### config.mk
export PLATFORM = sky130hd
export DESIGN_NAME = multiplication
export DESIGN_NICKNAME = d
export VERILOG_FILES = /design/src/rtl/calc_pkg.sv /design/src/rtl/multiplication_step.sv /design/src/rtl/multiplication.sv
export SDC_FILE = /design/constraint.sdc
export NUM_CORES = 1
export LEC_CHECK = 0
export CAP_MARGIN = 25
export CORE_UTILIZATION = 55
export DETAILED_ROUTE_END_ITERATION = 10
export PLACE_DENSITY = 0.79
export REMOVE_ABC_BUFFERS = 1
export SYNTH_ARGS = -nofsm -noshare
export SYNTH_HDL_FRONTEND = slang
export SYNTH_SLANG_ARGS = --single-unit
### constraint.sdc
create_clock -name clk -period 2.6 [get_ports clk]
set_input_delay 0.78 -clock clk [delete_from_list [all_inputs] [get_ports clk]]
set_output_delay 0.78 -clock clk [all_outputs]
set_load 0.05 [all_outputs]
### src/rtl/calc_pkg.sv
// rtl/calc_pkg.sv - shared calculator definitions: operand width and sequencer state encoding
package calc_pkg;

  // Default operand width shared by the calculator operations (multiplier, divider, ...)
  localparam int CALC_WIDTH = 4;

  // Sequencer states for the multi-cycle calculator operations
  typedef enum logic [1:0] {
    IDLE = 2'b00,
    RUN  = 2'b01,
    DONE = 2'b10
  } state_t;

endpackage

### src/rtl/multiplication_step.sv
// rtl/multiplication_step.sv - one combinational shift-and-add multiplier step
module multiplication_step
  import calc_pkg::*;
#(
  parameter int WIDTH = CALC_WIDTH
) (
  input  logic [2*WIDTH-1:0] acc,
  input  logic [2*WIDTH-1:0] a,
  input  logic [WIDTH-1:0]   b,
  output logic [2*WIDTH-1:0] acc_next,
  output logic [2*WIDTH-1:0] a_next,
  output logic [WIDTH-1:0]   b_next
);

  // Add the shifted multiplicand when the current multiplier LSB is set; the
  // accumulator is 2*WIDTH wide so the sum of partial products never wraps.
  always_comb begin
    acc_next = b[0] ? (acc + a) : acc;
    a_next   = a << 1;
    b_next   = b >> 1;
  end

endmodule

### src/rtl/multiplication.sv
// rtl/multiplication.sv - sequential shift-and-add unsigned multiplier (option: MULTIPLICATION_EARLY_DONE_EN)
module multiplication
  import calc_pkg::*;
#(
  parameter int WIDTH = CALC_WIDTH
) (
  input  logic               clk,
  input  logic               reset,
  input  logic               start,
  input  logic [WIDTH-1:0]   multiplicand,
  input  logic [WIDTH-1:0]   multiplier,
  output logic [2*WIDTH-1:0] product,
  output logic               overflow,
  output logic               busy,
  output logic               done
);

  localparam int CW = (WIDTH > 1) ? $clog2(WIDTH) : 1;

  state_t             state;
  logic [2*WIDTH-1:0] acc;
  logic [2*WIDTH-1:0] a_reg;
  logic [WIDTH-1:0]   b_reg;
  logic [CW-1:0]      cnt;

  logic [2*WIDTH-1:0] acc_next;
  logic [2*WIDTH-1:0] a_next;
  logic [WIDTH-1:0]   b_next;
  logic               last_step;

  multiplication_step #(
    .WIDTH (WIDTH)
  ) u_step (
    .acc      (acc),
    .a        (a_reg),
    .b        (b_reg),
    .acc_next (acc_next),
    .a_next   (a_next),
    .b_next   (b_next)
  );

`ifdef MULTIPLICATION_EARLY_DONE_EN
  // Stop once no multiplier bits remain: later steps could only add zero
  assign last_step = (cnt == CW'(WIDTH - 1)) || (b_next == '0);
`else
  assign last_step = (cnt == CW'(WIDTH - 1));
`endif

  // Sequencer: accept operands in IDLE, one multiplier bit per clock in RUN,
  // publish the product on the DONE-entry edge and strobe done for one cycle.
  always_ff @(posedge clk or posedge reset) begin
    if (reset) begin
      state    <= IDLE;
      acc      <= '0;
      a_reg    <= '0;
      b_reg    <= '0;
      cnt      <= '0;
      product  <= '0;
      overflow <= 1'b0;
      busy     <= 1'b0;
      done     <= 1'b0;
    end else begin
      case (state)
        IDLE: begin
          done <= 1'b0;
          if (start) begin
            a_reg <= {{WIDTH{1'b0}}, multiplicand};
            b_reg <= multiplier;
            acc   <= '0;
            cnt   <= '0;
            busy  <= 1'b1;
            state <= RUN;
          end
        end
        RUN: begin
          acc   <= acc_next;
          a_reg <= a_next;
          b_reg <= b_next;
          cnt   <= cnt + CW'(1);
          if (last_step) begin
            product  <= acc_next;
            overflow <= |acc_next[2*WIDTH-1:WIDTH];
            busy     <= 1'b0;
            done     <= 1'b1;
            state    <= DONE;
          end
        end
        DONE: begin
          done  <= 1'b0;
          state <= IDLE;
        end
        default: begin
          busy  <= 1'b0;
          done  <= 1'b0;
          state <= IDLE;
        end
      endcase
    end
  end

endmodule

# Word-level counts from Yosys, hierarchy flattened

Cells that the tools add are included.

Bits in registers: 35
Input port bits: 11
Output and inout bits: 11
Word-level logic and storage cells: 41

Add/subtract/negate cells: 2
Equality and inequality tests: 5
Mux-type cells: 17
Bitwise logic cells: 1
Reductions and logical operators: 7

Operators by type and width:

| cell                                                                   | number |
|---|---|
| 8-bit case mux with 2 select lines                                     | 2 |
| 8-bit 2-to-1 mux                                                       | 3 |
| 8-bit adder                                                            | 1 |
| 2-bit case mux with 2 select lines                                     | 2 |
| 4-bit case mux with 2 select lines                                     | 1 |
| 2-bit 2-to-1 mux                                                       | 3 |
| 2-bit AND reduction                                                    | 3 |
| 2-bit equality test (second input constant)                            | 2 |
| 1-bit 2-to-1 mux                                                       | 4 |
| 4-bit 2-to-1 mux                                                       | 1 |
| 2-bit != test (second input constant)                                  | 2 |
| 4-bit OR reduction                                                     | 1 |
| 1-bit case mux with 3 select lines                                     | 1 |
| 3-bit AND reduction                                                    | 1 |
| 2-bit by 1-bit adder with 2-bit output (second input constant)         | 1 |
| 2-bit by 1-bit equality test with 1-bit output (second input constant) | 1 |
| 2-bit zero test                                                        | 1 |
| 2-bit nonzero test                                                     | 1 |
| 1-bit NOT                                                              | 1 |

# Longest topological paths before layout

Gate-level depths: netlist of the first run.

Word-level depth: 3
Mapped depth: 9
Depth with buffers taken out: 9

# By module

Synthesis of the first run repeated with hierarchy kept, for this count alone.

Cells, all modules: 181
Area total of the unflattened synthesis: 1966.9 um^2

By module, submodules not included:

| module              | instances | cells an instance | area an instance (um^2) | sequential area each (um^2) |
|---|---|---|---|---|
| multiplication      | 1         | 111               | 1427.6                  | 875.8 |
| multiplication_step | 1         | 70                | 539.3                   | 0.0 |

# Worst setup path after synthesis of the first run

Ideal clock, no wire load.

Path type: register to register
Start: reg acc[4]
End: reg overflow
Setup time: 0.134 ns
Arrival: 1.887 ns
Required time: 2.466 ns
Slack: 0.579 ns
Cell stages (with the launch flop): 8
Cell sequence: dfrtp_1 ha_1 a21oi_2 o21bai_1 or4_1 and3_1 and4bb_1 a31oi_1

Longest elaborated chain between the ends: 3

Ends and longest elaborated chain:

| item                     | line                      | source |
|---|---|---|
| start: declaration       | multiplication.sv:21      | `logic [2*WIDTH-1:0] acc;` |
| start signal: assignment | multiplication.sv:76      | `acc <= acc_next;` |
| 8-bit adder              | multiplication_step.sv:18 | `acc_next = b[0] ? (acc + a) : acc;` |
| 8-bit 2-to-1 mux *       | multiplication_step.sv:18 |  |
| 4-bit OR reduction *     | multiplication.sv:82      | `overflow <= \|acc_next[2*WIDTH-1:WIDTH];` |
| end signal: assignment   | multiplication.sv:82      |  |
| end: declaration         | multiplication.sv:13      | `output logic overflow,` |

Mark *: on every way between the ends. The rest lies on a longest branch, timed or not.
A chain may end at the register's enable or synchronous reset.

# Worst setup path in the final report of the first run

Start: reg overflow
End: out overflow

No word-level cell between the ends.

==> results of run 1 <==
cell type report:
type	count	area (µm²)	share of cell area [%]
clock buffer	5	37.5	1.71
clock inverter	3	43.8	2.00
inverter	10	37.5	1.71
multi-input combinational	133	895	40.9
sequential	35	876	40.0
tap	44	55.1	2.51
timing repair buffer	24	245	11.2
routing by layer:
layer  wire length (µm)  GRT usage (%)  vias up
met3                138           4.55       10
met4                 78           12.3        0
met5                  0              0        -
li1                   -              -      712
met2               1950           40.5       34
met1               1810           35.1      719
metrics by stage:
step                worst slack [ns]  cell area [µm²]  total power (W)  hold slack [ns]
global route                   0.158             2190          0.00314            0.530
CTS                            0.252             2190          0.00294            0.499
floorplan                      0.579             1810          0.00204            0.450
finish                         0.262             2190          0.00294            0.488
detailed placement             0.309             2110          0.00253            0.475
global placement               0.347             2110          0.00245            0.462
tightest hold or removal path: cells and delay by family (launching register included):
kind | cells | cell delay (ns)
flops | 1 | 0.36
simple gates | 1 | 0.04
compound gates | 1 | 0.06
cell families after synthesis:
logic type | synth area share [%]
AO/OA/AOI/OAI | 19.4
XOR/XNOR | 0.942
buffers and inverters | 4.78
adder cells (fa/ha/maj) | 6.46
flip-flops | 47.1
AND/OR/NAND/NOR | 15.3
multiplexers | 5.92
worst max path at each step:
stage	start	slack (ns)	cells after the start	endpoint
2_1_floorplan	acc[4]	0.58	7	overflow
3_3_place_gp	acc[1]	0.35	7	overflow
3_5_place_dp	acc[1]	0.31	7	overflow
4_1_cts	overflow	0.25	1	overflow
5_1_grt	acc[1]	0.16	7	overflow
6_report	overflow	0.26	1	overflow
cell usage after synthesis:
| cell type | n |
|---|---|
| dfrtp_1 | 35 |
| nand2_1 | 28 |
| o21ai_0 | 21 |
| mux2i_1 | 11 |
| nor2_1 | 11 |
| inv_1 | 9 |
| ha_1 | 8 |
| a22o_1 | 7 |
| a21oi_1 | 4 |
| o21ai_1 | 4 |
| a32o_1 | 3 |
| buf_2 | 3 |
| clkbuf_1 | 3 |
| nand3_1 | 3 |
| a211oi_1 | 2 |
| a21o_1 | 2 |
| and3_1 | 2 |
| nand2b_1 | 2 |
| nor4_1 | 2 |
| o21bai_1 | 2 |
| xnor2_1 | 2 |
| a211oi_2 | 1 |
| a21oi_2 | 1 |
| a221o_1 | 1 |
| a221oi_1 | 1 |
| a311oi_1 | 1 |
| a31oi_1 | 1 |
| and3b_1 | 1 |
| and4bb_1 | 1 |
| buf_6 | 1 |
| clkbuf_8 | 1 |
| fa_1 | 1 |
| inv_2 | 1 |
| nand2_8 | 1 |
| nor2b_1 | 1 |
| nor3_1 | 1 |
| nor3_2 | 1 |
| nor3b_1 | 1 |
| nor4b_1 | 1 |
| o21a_1 | 1 |
| o31a_2 | 1 |
| o31ai_1 | 1 |
| or4_1 | 1 |
cells in the final DEF, fill, tap and decap left out, types with 4 or more instances in the layout:
master and instances:
clkbuf_4 5, a21oi_1 4, nor2_1 11, mux2i_1 11
ha_1 8, dfrtp_1 35, a22o_1 7, inv_1 9
o21ai_1 4, o21ai_0 21, nand2_1 28, clkdlybuf4s50_1 21
report_power, final:
part / total (W) / internal [W] / switching (W)
clock network: 0.000400 / 0.000202 / 0.000198
registers: 0.000970 / 0.000761 / 0.000209
logic: 0.00157 / 0.000611 / 0.000957
total: 0.00294 / 0.00157 / 0.00136
==> reports/results.txt, run 1 <==
status - completed
maximum number of pins on one net before global-route repair - 36
filler instances - 242
clock-pin transition on the worst setup and hold timing paths - 0.12 ns
areal power density over the cells - 1340 nW/µm²
depth of the CTS H-tree - 2
endpoint class of the critical path - output pin
Final Wtd Congestion - 0.881
Crit Reg-Reg Startpoint - acc[1]
worst path buffer plus inverter count - 1
cell area after technology mapping - 1860 µm²
count of instances resized after the clock tree is built - 0
post-synthesis cell type with the largest combined area - dfrtp_1
count of antenna-violating nets left after detailed routing - 0
Fin Clk Skew - 0.0183 ns
worst slew slack as a fraction of its limit - 53.5%
data arrival time of the worst path - 1.56 ns
kind of start point of the critical path - flip-flop
Final Cycle Share - 89.9%
number of nets in the layout - 229
Max-Cap Viols - 0
Tot GR Track Use - 26.0%
root buf cell - clkbuf_4
Util after Layout - 70.0%
initial core utilization - 59.4%
Gate Count Post-Synth - 186
critical-path cell with the highest stage delay - clkdlybuf4s50_1
reg-to-reg critical path endpoint - overflow
Placement Rows - 20
DRC violation count after routing - 0
clock net sink count - 35
number of top-level pins - 22
measured slew at the worst slew-check pin - 0.697 ns
time the final worst path needs with I/O delays and setup - 2.34 ns
mean number of vias per cell - 5.81
DR WL/cell - 15.7 µm
setup repair after global routing missed its margin - no
Die Span X - 60.1 µm
slack of the worst reg-to-reg path - 0.27 ns
average size of a mapped cell - 10.0 µm²
cts hold-fix bufs - 0
number of synthesized register bits - 35
total negative slack for setup checks - 0 ns
Cell Count, Final, Fillers Out - 254
via count of the first global-routing pass - 1459
DRC violation total after the first TritonRoute iteration - 91
delay of the slowest critical-path stage - 0.81 ns
kind of critical path - reg2out
Max rail drop VDD - 957 µV
Final setup violation count - 0
path category of the worst min-delay check - reg2reg
Post-DP HPWL - 2.87 mm
synth unique cells - 43
CTS max path bufs - 2
number of antenna repair diodes - 0
critical path cell sequence - clkdlybuf4s50_1
highest clock rate - 0.428 GHz
vias - 1475
count of pins over their slew limit - 0
wire length of the first global-routing pass - 6.75 mm
floorplan die height - 60.1 µm
area share of the largest cell type after synthesis - 47.1%
TritonCTS clock tree - done
Cells after DPL - 246
number of I/O port buffers - 21
gate family responsible for the most delay along the worst path - buffers and inverters
initial antenna violation count - 0
leakage power - 0.996 nW
share of post-route cells with drive strength above 1 - 8.10%
# Post-CTS Setup Buffers - 0
TritonRoute pass-1 iters - 4
sequential-to-total area share from yosys stat - 47.1%
depth of the most critical reg-to-reg path - 7
Total Die Area - 3620 µm²
hold violation count in the final report - 0
Placeable Area - 3130 µm²
Min-Delay Endpoint - product[1]
top fanout value on the critical path - 2
Clk Latency, worst-skew pair - 0.35 ns
HP Start - product[1]
Yosys Warn Count - 0
total global routing overflow - 0
synth top area cells - dfrtp_1, mux2i_1, nand2_1
final wirelength - 3.98 mm
Inserted Clock Buffers - 5
Layout area overhead - 17.8%
Critical Path RT - 1.82 ns
cell depth of the worst min-delay path - 2
Power figures use the tool's default switching activity.
==> inputs of run 2 (changes only) <==
--- a/config.mk
+++ b/config.mk
@@ -6,9 +6,8 @@
 export NUM_CORES = 1
 export LEC_CHECK = 0
 export CAP_MARGIN = 25
-export CORE_UTILIZATION = 55
+export CORE_UTILIZATION = 35
 export DETAILED_ROUTE_END_ITERATION = 10
-export PLACE_DENSITY = 0.79
 export REMOVE_ABC_BUFFERS = 1
 export SYNTH_ARGS = -nofsm -noshare
 export SYNTH_HDL_FRONTEND = slang
==> run 2 against run 1 <==
Die area is 55% higher. Register-to-register slack better by 0.02 ns. Critical endpoint is now overflow. Final area is 2.7% higher. Non-clock buffer count is 1 higher. Largest cell class unchanged. Sequential share of layout area is 1.0 points lower. Global-route usage is 11 points lower. Core utilization is 26 points lower. Largest power group unchanged. Via count is 2.4% lower.
==> reports/results.txt, run 2 (synthesis gave the netlist of run 1 again) <==
status - completed
Cell Count, Final, Fillers Out - 281
vias - 1440
TritonRoute pass-1 iters - 4
kind of critical path - reg2reg
hold violation count in the final report - 0
Cells after DPL - 273
final-layout worst hold slack - 0.480 ns
Total Die Area - 5610 µm²
DRC violation count after routing - 0
Fin Clk Skew - 0.00699 ns
top fanout value on the critical path - 3
count of pins over their slew limit - 0
floorplan die height - 74.9 µm
number of nets in the layout - 230
data arrival time of the worst path - 2.46 ns
# Post-CTS Setup Buffers - 0
slack of the worst reg-to-reg path - 0.29 ns
clock net sink count - 35
areal power density over the cells - 1300 nW/µm²
number of top-level pins - 22
DR WL/cell - 13.2 µm
clock-pin transition on the worst setup and hold timing paths - 0.07 ns
Critical Path RT - 2.75 ns
leakage power - 1.01 nW
area of all placed cells without fillers - 2250 µm²
Layout area overhead - 20.9%
Clk Latency, worst-skew pair - 0.28 ns
cts hold-fix bufs - 0
maximum number of pins on one net before global-route repair - 36
reg-to-reg critical path endpoint - overflow
number of I/O port buffers - 21
initial core utilization - 36.4%
endpoint class of the critical path - flip-flop
Placeable Area - 5110 µm²
time the final worst path needs with I/O delays and setup - 2.31 ns
Inserted Clock Buffers - 5
Final Wtd Congestion - 0.833
total negative slack for setup checks - 0 ns
Tot GR Track Use - 14.7%
path category of the worst min-delay check - reg2reg
count of antenna-violating nets left after detailed routing - 0
Max rail drop VDD - 716 µV
worst slew slack as a fraction of its limit - 66.4%
Die Span X - 74.9 µm
setup repair after global routing missed its margin - no
number of antenna repair diodes - 0
Placement Rows - 26
depth of the CTS H-tree - 2
DRC violation total after the first TritonRoute iteration - 55
total global routing overflow - 0
final wirelength - 3.71 mm
wire length of the first global-routing pass - 6.12 mm
Post-DP HPWL - 2.67 mm
most common cell after layout, fill and taps aside - dfrtp_1
highest clock rate - 0.433 GHz
Final setup violation count - 0
Final Cycle Share - 88.8%
cell area after placement - 2150 µm²
initial antenna violation count - 0
CTS max path bufs - 2
Max-Cap Viols - 0
depth of the most critical reg-to-reg path - 9
Min-Delay Endpoint - product[3]
filler instances - 490
HP Start - product[3]
cell depth of the worst min-delay path - 2
count of instances resized after the clock tree is built - 0
kind of start point of the critical path - flip-flop
share of post-route cells with drive strength above 1 - 8.06%
TritonCTS clock tree - done
commonest cells after routing, fill and taps aside - dfrtp_1, nand2_1, o21ai_0, clkdlybuf4s50_1
overall power consumption - 0.00293 W
mean number of vias per cell - 5.12
Crit Reg-Reg Startpoint - a_reg[0]
via count of the first global-routing pass - 1257
measured slew at the worst slew-check pin - 0.502 ns
root buf cell - clkbuf_8
run 2: through the flow:
step / util [%] / setup WS [ns]
after global routing: 44.0 / 0.0964
final: 44.0 / 0.292
after CTS: 44.0 / 0.304
after floorplan: - / 0.579
after detailed placement: 42.1 / 0.315
after global placement: 42.1 / 0.341
run 2: final cells by class:
class                   count  area [µm²]  share of cell area (%)
clock buffers               8         100                    4.45
inverters                  10        37.5                    1.67
multi-input cells         133         895                    39.8
repair buffers             25         253                    11.2
well taps                  70        87.6                    3.90
flip-flops and latches     35         876                    39.0
run 2: worst max-delay path by stage:
stage | startpoint | endpoint | slack, ns | depth (start not counted)
3_3_place_gp | a_reg[0] | overflow | 0.34 | 9
3_5_place_dp | a_reg[0] | overflow | 0.31 | 9
4_1_cts | a_reg[0] | overflow | 0.30 | 9
6_report | a_reg[0] | overflow | 0.29 | 9
5_1_grt | a_reg[0] | overflow | 0.1 | 9
2_1_floorplan | acc[4] | overflow | 0.58 | 7
run 2: layer usage:
layer	global-route usage, %	vias to the layer above	wire [µm]
li1	-	715	-
met1	21.3	690	1920
met2	21.7	28	1610
met3	3.35	7	127
met4	5.03	0	59
met5	0	-	0
run 2: worst max-delay path, stage by stage (launching register included):
cell      delay, ns
dfrtp_1        0.39
ha_1           0.24
inv_1          0.07
fa_1           0.40
nand2b_1       0.19
a21oi_1        0.26
nor4_1         0.10
nor3_2         0.22
and4bb_1       0.23
a31oi_1        0.08
run 2: power by group:
| part | internal (W) | switching (W) | total, W |
|---|---|---|---|
| sequential | 0.000764 | 0.000173 | 0.000937 |
| clock | 0.000242 | 0.000193 | 0.000435 |
| combinational | 0.000616 | 0.000946 | 0.00156 |
